**src/rtl/mux_lut_pkg.sv**
```systemverilog
// Shared codes and state encoding for the mux-based
// function sequencer and its lookup mux.
package mux_lut_pkg;

   localparam logic [1:0] CFG_ZERO = 2'b00;
   localparam logic [1:0] CFG_ONE  = 2'b01;
   localparam logic [1:0] CFG_D    = 2'b10;
   localparam logic [1:0] CFG_ND   = 2'b11;

   typedef enum logic [1:0] {
      S_IDLE = 2'b00,
      S_SCAN = 2'b01,
      S_DONE = 2'b10
   } state_t;

endpackage

```
**src/rtl/lut_mux8.sv**
```systemverilog
// Combinational 2^NSEL:1 mux whose inputs are each
// programmed as 0, 1, d or ~d by a 2-bit code.
module lut_mux8
   import mux_lut_pkg::*;
#(
   parameter int NSEL = 3
) (
   input  logic [2*(2**NSEL)-1:0] cfg,
   input  logic [NSEL-1:0]        sel,
   input  logic                   d,
   output logic                   y
);

   logic [1:0] code;

   assign code = cfg[2*sel +: 2];

   always_comb begin
      y = 1'b0;
      unique case (code)
         CFG_ZERO: y = 1'b0;
         CFG_ONE:  y = 1'b1;
         CFG_D:    y = d;
         CFG_ND:   y = ~d;
         default:  y = 1'b0;
      endcase
   end

endmodule

```
**src/rtl/mux_lut_sequencer.sv**
```systemverilog
// Scans every minterm of a programmable 4-variable
// function, building its truth table and ones count.
module mux_lut_sequencer
   import mux_lut_pkg::*;
#(
   parameter int NSEL = 3
) (
   input  logic                    clk,
   input  logic                    rst_n,
   input  logic                    cfg_wr,
   input  logic [NSEL-1:0]         cfg_addr,
   input  logic [1:0]              cfg_code,
   output logic                    cfg_err,
   input  logic                    start,
   output logic                    busy,
   output logic                    done,
   output logic [NSEL:0]           mint_idx,
   output logic [2**(NSEL+1)-1:0]  table_out,
   output logic [NSEL+1:0]         ones_cnt
);

   localparam int NIN = 2**NSEL;
   localparam logic [NSEL:0] LAST = '1;

   state_t               state;
   logic [2*NIN-1:0]     cfg;
   logic                 y;

   lut_mux8 #(
      .NSEL (NSEL)
   ) u_mux (
      .cfg (cfg),
      .sel (mint_idx[NSEL:1]),
      .d   (mint_idx[0]),
      .y   (y)
   );

   always_ff @(posedge clk) begin
      if (!rst_n) begin
         state     <= S_IDLE;
         cfg       <= '0;
         table_out <= '0;
         ones_cnt  <= '0;
         mint_idx  <= '0;
         busy      <= 1'b0;
         done      <= 1'b0;
         cfg_err   <= 1'b0;
      end else begin
         done    <= 1'b0;
         cfg_err <= 1'b0;
         // Table contents would go inconsistent mid-scan, so drop
         if (cfg_wr) begin
            if (state == S_SCAN) cfg_err <= 1'b1;
            else cfg[2*cfg_addr +: 2] <= cfg_code;
         end
         unique case (state)
            S_IDLE: begin
               if (start) begin
                  table_out <= '0;
                  ones_cnt  <= '0;
                  mint_idx  <= '0;
                  busy      <= 1'b1;
                  state     <= S_SCAN;
               end
            end
            S_SCAN: begin
               table_out[mint_idx] <= y;
               ones_cnt <= ones_cnt + (NSEL+2)'(y);
               if (mint_idx == LAST) begin
                  busy  <= 1'b0;
                  state <= S_DONE;
               end else begin
                  mint_idx <= mint_idx + 1'b1;
               end
            end
            S_DONE: begin
               done     <= 1'b1;
               mint_idx <= '0;
               state    <= S_IDLE;
            end
            default: state <= S_IDLE;
         endcase
      end
   end

endmodule
```
**config.mk**
```make
export PLATFORM = sky130hd
export DESIGN_NAME = mux_lut_sequencer
export DESIGN_NICKNAME = d
export VERILOG_FILES = /design/src/rtl/mux_lut_pkg.sv /design/src/rtl/lut_mux8.sv /design/src/rtl/mux_lut_sequencer.sv
export SDC_FILE = /design/constraint.sdc
export NUM_CORES = 1
export LEC_CHECK = 0
export BUFFER_PORTS_ARGS = -buffer_cell sky130_fd_sc_hd__buf_2
export CORE_MARGIN = 2
export CORE_UTILIZATION = 30
export DETAILED_ROUTE_END_ITERATION = 10
export PLACE_DENSITY_LB_ADDON = 0.15
export SLEW_MARGIN = 20
export SYNTH_ARGS = -nofsm -noshare
export SYNTH_HDL_FRONTEND = slang
export SYNTH_SLANG_ARGS = --single-unit
```
**constraint.sdc**
```tcl
create_clock -name clk -period 2.7 [get_ports clk]
set_input_delay 0.135 -clock clk [delete_from_list [all_inputs] [get_ports clk]]
set_output_delay 0.135 -clock clk [all_outputs]
set_load 0.005 [all_outputs]
```
==> results.py, run 1 <==
metrics = {
    "timing": {
        "post-route-min-period_ns": 2.45,
        "fmax_mhz": 409,
        "worstMarginPinSlew_ns": 0.551,
        "hold_violations": 0,
        "relSlewSlack_pct": 63.3,
        "whs_ns": 0.0865,
        "min_period_over_period_pct": 90.7,
        "skew_ns": 0.00798,
        "finalSetupViolCount": 0,
        "drv_slew": 0,
        "fin_setup_tns_ns": 0,
        "rsz0062_at_grt": "false",
    },
    "cts": {
        "cts_tree": "yes",
        "clockBufferDepth": 2,
        "cts_resized": 0,
        "cts_buffers": 5,
        "clk_latency_ns": 0.30,
        "ctsHtreeMaxLevel": 2,
        "clkTransAtPathRegs_ns": 0.10,
        "clock_sinks": 46,
        "cts_setup_buffers": 0,
        "root_buffer": "clkbuf_8",
        "holdBufCountCts": 0,
    },
    "synthesis": {
        "async_flop_share_pct": 0,
        "syn-instance-count": 304,
        "ys_seq_area_share_pct": 35.7,
        "syn_area_per_cell_um2": 8.47,
        "ys_ff_latch": 46,
        "ys_types": 38,
        "yosysWarnings": 0,
        "synth_edf_count": 0,
        "synthFlopType": "dfxtp_1",
        "syn_area_um2": 2580,
        "syn_nets": 324,
    },
    "placed_design": {
        "io_buffers": 36,
        "dp_hpwl_um": 4450,
        "placed_cells": 435,
        "gp_congestion": 0.736,
    },
    "power_and_ir_drop": {
        "power_frac_clock_pct": 39.5,
        "total_power_mw": 1.35,
        "pwr_density_cell_nw_per_um2": 455,
        "intPower_mw": 1.00,
        "power_frac_seq_pct": 51.0,
        "irDropWorstVdd_uv": 226,
        "p_leak_nw": 1.19,
        "p_comb_share_pct": 9.6,
        "switching_share_pct": 25.8,
        "switching_power_mw": 0.350,
    },
    "global_route": {
        "grt_util_met3_pct": 3.47,
        "grtUsageTotal_pct": 13.0,
        "use_met2_pct": 20.7,
        "grt_start_max_net_pins": 33,
        "use_met1_pct": 17.2,
        "grt_busiest_layer": "met2",
        "grt_remaining_overflow": 0,
        "antenna_found_initial": 0,
        "first_global_vias": 2097,
        "grt_pass1_wl_um": 10100,
    },
    "drt": {
        "drt_iter0_drc": 78,
        "routed_wl_um": 5930,
        "drcViolationCount": 0,
        "wl_per_cell_um": 13.4,
        "drtAntennaViolNets": 0,
        "detail_route.vias_per_cell": 4.89,
        "vias": 2165,
        "firstDrtPassIters": 4,
    },
    "worst_setup_path": {
        "r2r_setup_slack_ns": 0.25,
        "slowest_stage": "mux4_2",
        "cp.required_ns": 2.91,
        "end_kind": "flop",
        "start_kind": "flop",
        "cp.arrival_ns": 2.66,
        "slowest_delay_ns": 0.54,
        "critPathMostFrequentCell": "ha_1",
        "crit_type": "flop to flop",
        "path_max_fanout": 5,
        "path_cells": "mux2i_1 -> mux4_2 -> nor2_8 -> xnor2_1 -> ha_1 -> ha_1 -> mux2_2 -> a21oi_1 -> nor2b_1",
    },
    "die": {
        "die_w_um": 96.7,
        "boundaryPins": 37,
        "row_count": 33,
        "die_h_um": 96.7,
        "start_util_pct": 31.2,
        "coreArea_um2": 8260,
        "die_area_um2": 9350,
    },
    "final_layout": {
        "fill_cells": 905,
        "final_nets": 357,
        "antenna_cells": 0,
        "fin_cells": 443,
        "post-route-util_pct": 36.1,
        "area_delta_synth_final_pct": 15.6,
        "layout-drive-gt1-share_pct": 19.2,
    },
    "status": {
        "outcome": "finished clean",
    },
    "worst_hold_path": {
        "hold_class": "primary input to flop",
    },
    "flow_run": {
        "max_cap_viol_count": 0,
    },
}
[path summary, 6_finish.rpt]
kind | from | endpoint | cells after the start
worst max-delay path | mint_idx[1]$_SDFFE_PN0P_ | ones_cnt[2]$_SDFFE_PN0P_ | 9
worst min-delay path | cfg_wr | cfg_err$_SDFF_PN0_ | 2
worst max register to register | mint_idx[1]$_SDFFE_PN0P_ | ones_cnt[2]$_SDFFE_PN0P_ | 9
worst min register to register | table_out[5]$_SDFFE_PN0P_ | table_out[5]$_SDFFE_PN0P_ | 2
[cells in the mapped netlist (all sizes together) (5+ instances only)]
cell    count  share of area [%]
nand3      45                8.7
nand4       7                1.7
dfxtp      46                 36
nand2      42                6.1
inv         5               0.73
clkbuf     13                2.0
ha         11                5.3
buf         6                1.5
nor2b       9                2.2
nor2       10                2.1
nor3       33                6.4
a21boi     18                5.2
mux2i      24                9.8
[metal layers]
metal / wire [um] / up-vias
li1: - / 1145
met1: 3020 / 976
met2: 2560 / 37
met3: 262 / 7
met4: 78 / 0
met5: 0 / -
[final cells by class]
class / instances / area (um^2) / area share [%]
Inverter: 5 / 18.8 / 0.630
Timing Repair Buffer: 45 / 248 / 8.32
Clock buffer: 5 / 68.8 / 2.31
Tap cell: 105 / 131 / 4.41
Sequential cell: 46 / 921 / 30.9
Clock inverter: 3 / 45.0 / 1.51
Multi-Input combinational cell: 234 / 1550 / 51.9
[sequential cells by signal, summed over array words and instances, names as in the netlist]
signal / flops
state: 2
done: 1
mint_idx: 4
busy: 1
cfg_err: 1
ones_cnt: 5
cfg: 16
table_out: 16
[logic make-up after synthesis]
kind of cell	count (synthesis)	share of synthesized area [%]
multiplexers	29	13.3
flip-flops	46	35.7
AO/OA/AOI/OAI	26	7.38
AND/OR/NAND/NOR	165	32.9
buffers and inverters	24	4.27
XOR/XNOR	3	1.02
adder cells (fa/ha/maj)	11	5.34
[per-stage QoR]
stage,area (um^2),setup WS (ns)
final,2980,0.252
after global routing,2980,0.141
after CTS,2980,0.231
after detailed placement,2860,0.250
after global placement,2860,0.294
after floorplan,2580,0.315
[power by group through the flow]
| stage | registers (mW) | clock network (mW) | logic, mW |
|---|---|---|---|
| 4_1_cts | 0.691 | 0.550 | 0.131 |
| 3_5_place_dp | 0.707 | 0 | 0.131 |
| 5_1_grt | 0.692 | 0.569 | 0.147 |
| 6_report | 0.690 | 0.535 | 0.130 |
| 3_3_place_gp | 0.706 | 0 | 0.130 |
| 2_1_floorplan | 0.705 | 0 | 0.0932 |
[cells in the final DEF (no fill, tap or decap), types with 2 or more instances in the layout]
master / instances
a21boi_0: 7
a21boi_1: 11
and2_1: 4
and3_1: 4
buf_2: 36
buf_4: 9
clkbuf_8: 5
clkinvlp_4: 2
dfxtp_1: 46
ha_1: 11
inv_1: 5
mux2_2: 2
mux2i_1: 23
mux4_2: 3
nand2_1: 42
nand2b_1: 2
nand3_1: 45
nand4_1: 7
nor2_1: 9
nor2b_1: 9
nor3_1: 33
nor3b_1: 3
nor4b_2: 2
o21ai_0: 2
or2_2: 2
xor2_1: 2
[worst max-delay path: cells and delay by family, from the launching register on]
family,cells,cell delay [ns]
xor+xnor,1,0.19
flops,1,0.47
fa+ha+maj,2,0.42
mux,3,0.98
compound gates,1,0.14
simple gates,2,0.16
Power figures use the tool's default switching activity.
==> run 2: changes to the inputs <==
==> constraint.sdc (replaced) <==
create_clock -name clk -period 2.7 [get_ports clk]
set_input_delay 0.405 -clock clk [delete_from_list [all_inputs] [get_ports clk]]
set_output_delay 0.405 -clock clk [all_outputs]
set_load 0.01 [all_outputs]
==> results.py, run 2 (synthesized netlist as in run 1, its figures left out) <==
metrics = {
    "status": {
        "outcome": "finished clean",
    },
    "worst_setup_path": {
        "end_kind": "flop",
        "start_kind": "flop",
        "cp.arrival_ns": 2.70,
        "crit_buf_inv": 0,
        "r2r_setup_slack_ns": 0.23,
        "slowest_delay_ns": 0.58,
        "slowest_stage": "mux4_2",
        "rr_endpoint": "ones_cnt[4]$_SDFFE_PN0P_",
        "path_cells": "mux4_2 -> mux2i_4 -> xnor2_1 -> ha_1 -> ha_1 -> nand4_1 -> or2_2 -> a21boi_0",
        "critPathMostFrequentCell": "ha_1",
        "cp.required_ns": 2.93,
        "r2r_cells": 8,
        "crit_type": "flop to flop",
        "path_max_fanout": 5,
        "critPathTopFamily": "multiplexers",
        "reg2reg_from": "mint_idx[2]$_SDFFE_PN0P_",
    },
    "timing": {
        "whs_ns": 0.378,
        "drv_slew": 0,
        "worstMarginPinSlew_ns": 0.517,
        "finalSetupViolCount": 0,
        "post-route-min-period_ns": 2.47,
        "min_period_over_period_pct": 91.3,
        "fin_setup_tns_ns": 0,
        "hold_violations": 0,
        "postLayoutSetupSlackWorst_ns": 0.234,
        "rsz0062_at_grt": "false",
        "fmax_mhz": 406,
        "relSlewSlack_pct": 65.6,
        "skew_ns": 0.00563,
    },
    "final_layout": {
        "most-common-layout-cells": "46 x dfxtp_1, 45 x nand3_1, 42 x nand2_1",
        "fin_cells": 443,
        "reg_top3": "cfg x16, table_out x16, ones_cnt x5",
        "final_nets": 357,
        "final_common_cell": "dfxtp_1",
        "layout-drive-gt1-share_pct": 19.2,
        "fill_cells": 914,
        "area_delta_synth_final_pct": 14.7,
        "antenna_cells": 0,
        "multiInputGateArea_um2": 1550,
        "fin_area_um2": 2950,
        "post-route-util_pct": 35.8,
        "final-seq-area_um2": 921,
    },
    "placed_design": {
        "dp_hpwl_um": 4470,
        "gp_congestion": 0.724,
        "placed_area_um2": 2860,
        "io_buffers": 36,
        "placed_cells": 435,
        "post-place-ws_ns": 0.219,
    },
    "cts": {
        "cts_resized": 0,
        "ctsHtreeMaxLevel": 2,
        "root_buffer": "clkbuf_8",
        "cts_buffers": 5,
        "holdBufCountCts": 0,
        "cts_setup_buffers": 0,
        "clkTransAtPathRegs_ns": 0.09,
        "clock_sinks": 46,
        "clk_latency_ns": 0.30,
        "clockBufferDepth": 2,
        "cts_tree": "yes",
    },
    "global_route": {
        "grt_remaining_overflow": 0,
        "grt_start_max_net_pins": 33,
        "first_global_vias": 2092,
        "grt_pass1_wl_um": 10400,
        "grtUsageTotal_pct": 13.4,
        "antenna_found_initial": 0,
    },
    "worst_hold_path": {
        "hold_class": "primary input to flop",
        "min_to": "cfg_err$_SDFF_PN0_",
        "hold_path_depth": 2,
        "worstHoldStart": "cfg_wr",
    },
    "drt": {
        "detail_route.vias_per_cell": 4.91,
        "firstDrtPassIters": 4,
        "drtAntennaViolNets": 0,
        "drcViolationCount": 0,
        "wl_per_cell_um": 13.5,
        "vias": 2173,
        "drt_iter0_drc": 34,
        "routed_wl_um": 5960,
    },
    "die": {
        "die_w_um": 96.7,
        "die_h_um": 96.7,
        "die_area_um2": 9350,
        "row_count": 33,
        "start_util_pct": 31.2,
        "boundaryPins": 37,
        "coreArea_um2": 8260,
    },
    "power_and_ir_drop": {
        "p_leak_nw": 1.19,
        "total_power_mw": 1.25,
        "irDropWorstVdd_uv": 173,
        "pwr_density_cell_nw_per_um2": 425,
    },
    "flow_run": {
        "max_cap_viol_count": 0,
    },
}
## run 2: changes by cell type in the layout (fill, tap and decap cells not counted), sizes merged
cell and change:
bufinv -1, clkinv +2, clkinvlp -1
## run 2: how the worst max path moves through the flow
| stage | from | to | slack, ns | cells after the start |
|---|---|---|---|---|
| final | mint_idx[2]$_SDFFE_PN0P_ | ones_cnt[4]$_SDFFE_PN0P_ | 0.23 | 8 |
| after global routing | mint_idx[2]$_SDFFE_PN0P_ | ones_cnt[4]$_SDFFE_PN0P_ | 0.06 | 8 |
| after floorplan | mint_idx[1]$_SDFFE_PN0P_ | ones_cnt[2]$_SDFFE_PN0P_ | 0.27 | 10 |
| after detailed placement | mint_idx[2]$_SDFFE_PN0P_ | ones_cnt[4]$_SDFFE_PN0P_ | 0.22 | 8 |
| after CTS | mint_idx[2]$_SDFFE_PN0P_ | ones_cnt[4]$_SDFFE_PN0P_ | 0.21 | 8 |
| after global placement | mint_idx[1]$_SDFFE_PN0P_ | ones_cnt[2]$_SDFFE_PN0P_ | 0.30 | 9 |
## run 2: layout make-up
cell class,count,share of cell area (%)
Sequential cell,46,31.2
Timing Repair Buffer,45,8.39
Tap cell,105,4.45
Clock buffer,5,2.33
Inverter,5,0.635
Multi-Input combinational cell,234,52.3
Clock inverter,3,0.720
## run 2: worst reg2reg max path: cells and delay by family, from the launching register on
kind | cells | cell delay, ns
adder cells (fa/ha/maj) | 2 | 0.42
AO/OA/AOI/OAI | 1 | 0.16
flip-flops | 1 | 0.46
multiplexers | 2 | 0.75
XOR/XNOR | 1 | 0.21
AND/OR/NAND/NOR | 2 | 0.41
## run 2: per-layer routing
layer,global-route usage (%),share of wire (%)
met1,17.7,50
met4,3.90,1.1
met5,0,0
met2,21.5,45
met3,3.47,4.5
## run 2: power breakdown
group	switching [mW]	total [mW]	internal (mW)
sequential	0.00643	0.690	0.684
combinational	0.0854	0.130	0.0450
clock	0.251	0.434	0.182
total	0.343	1.25	0.911
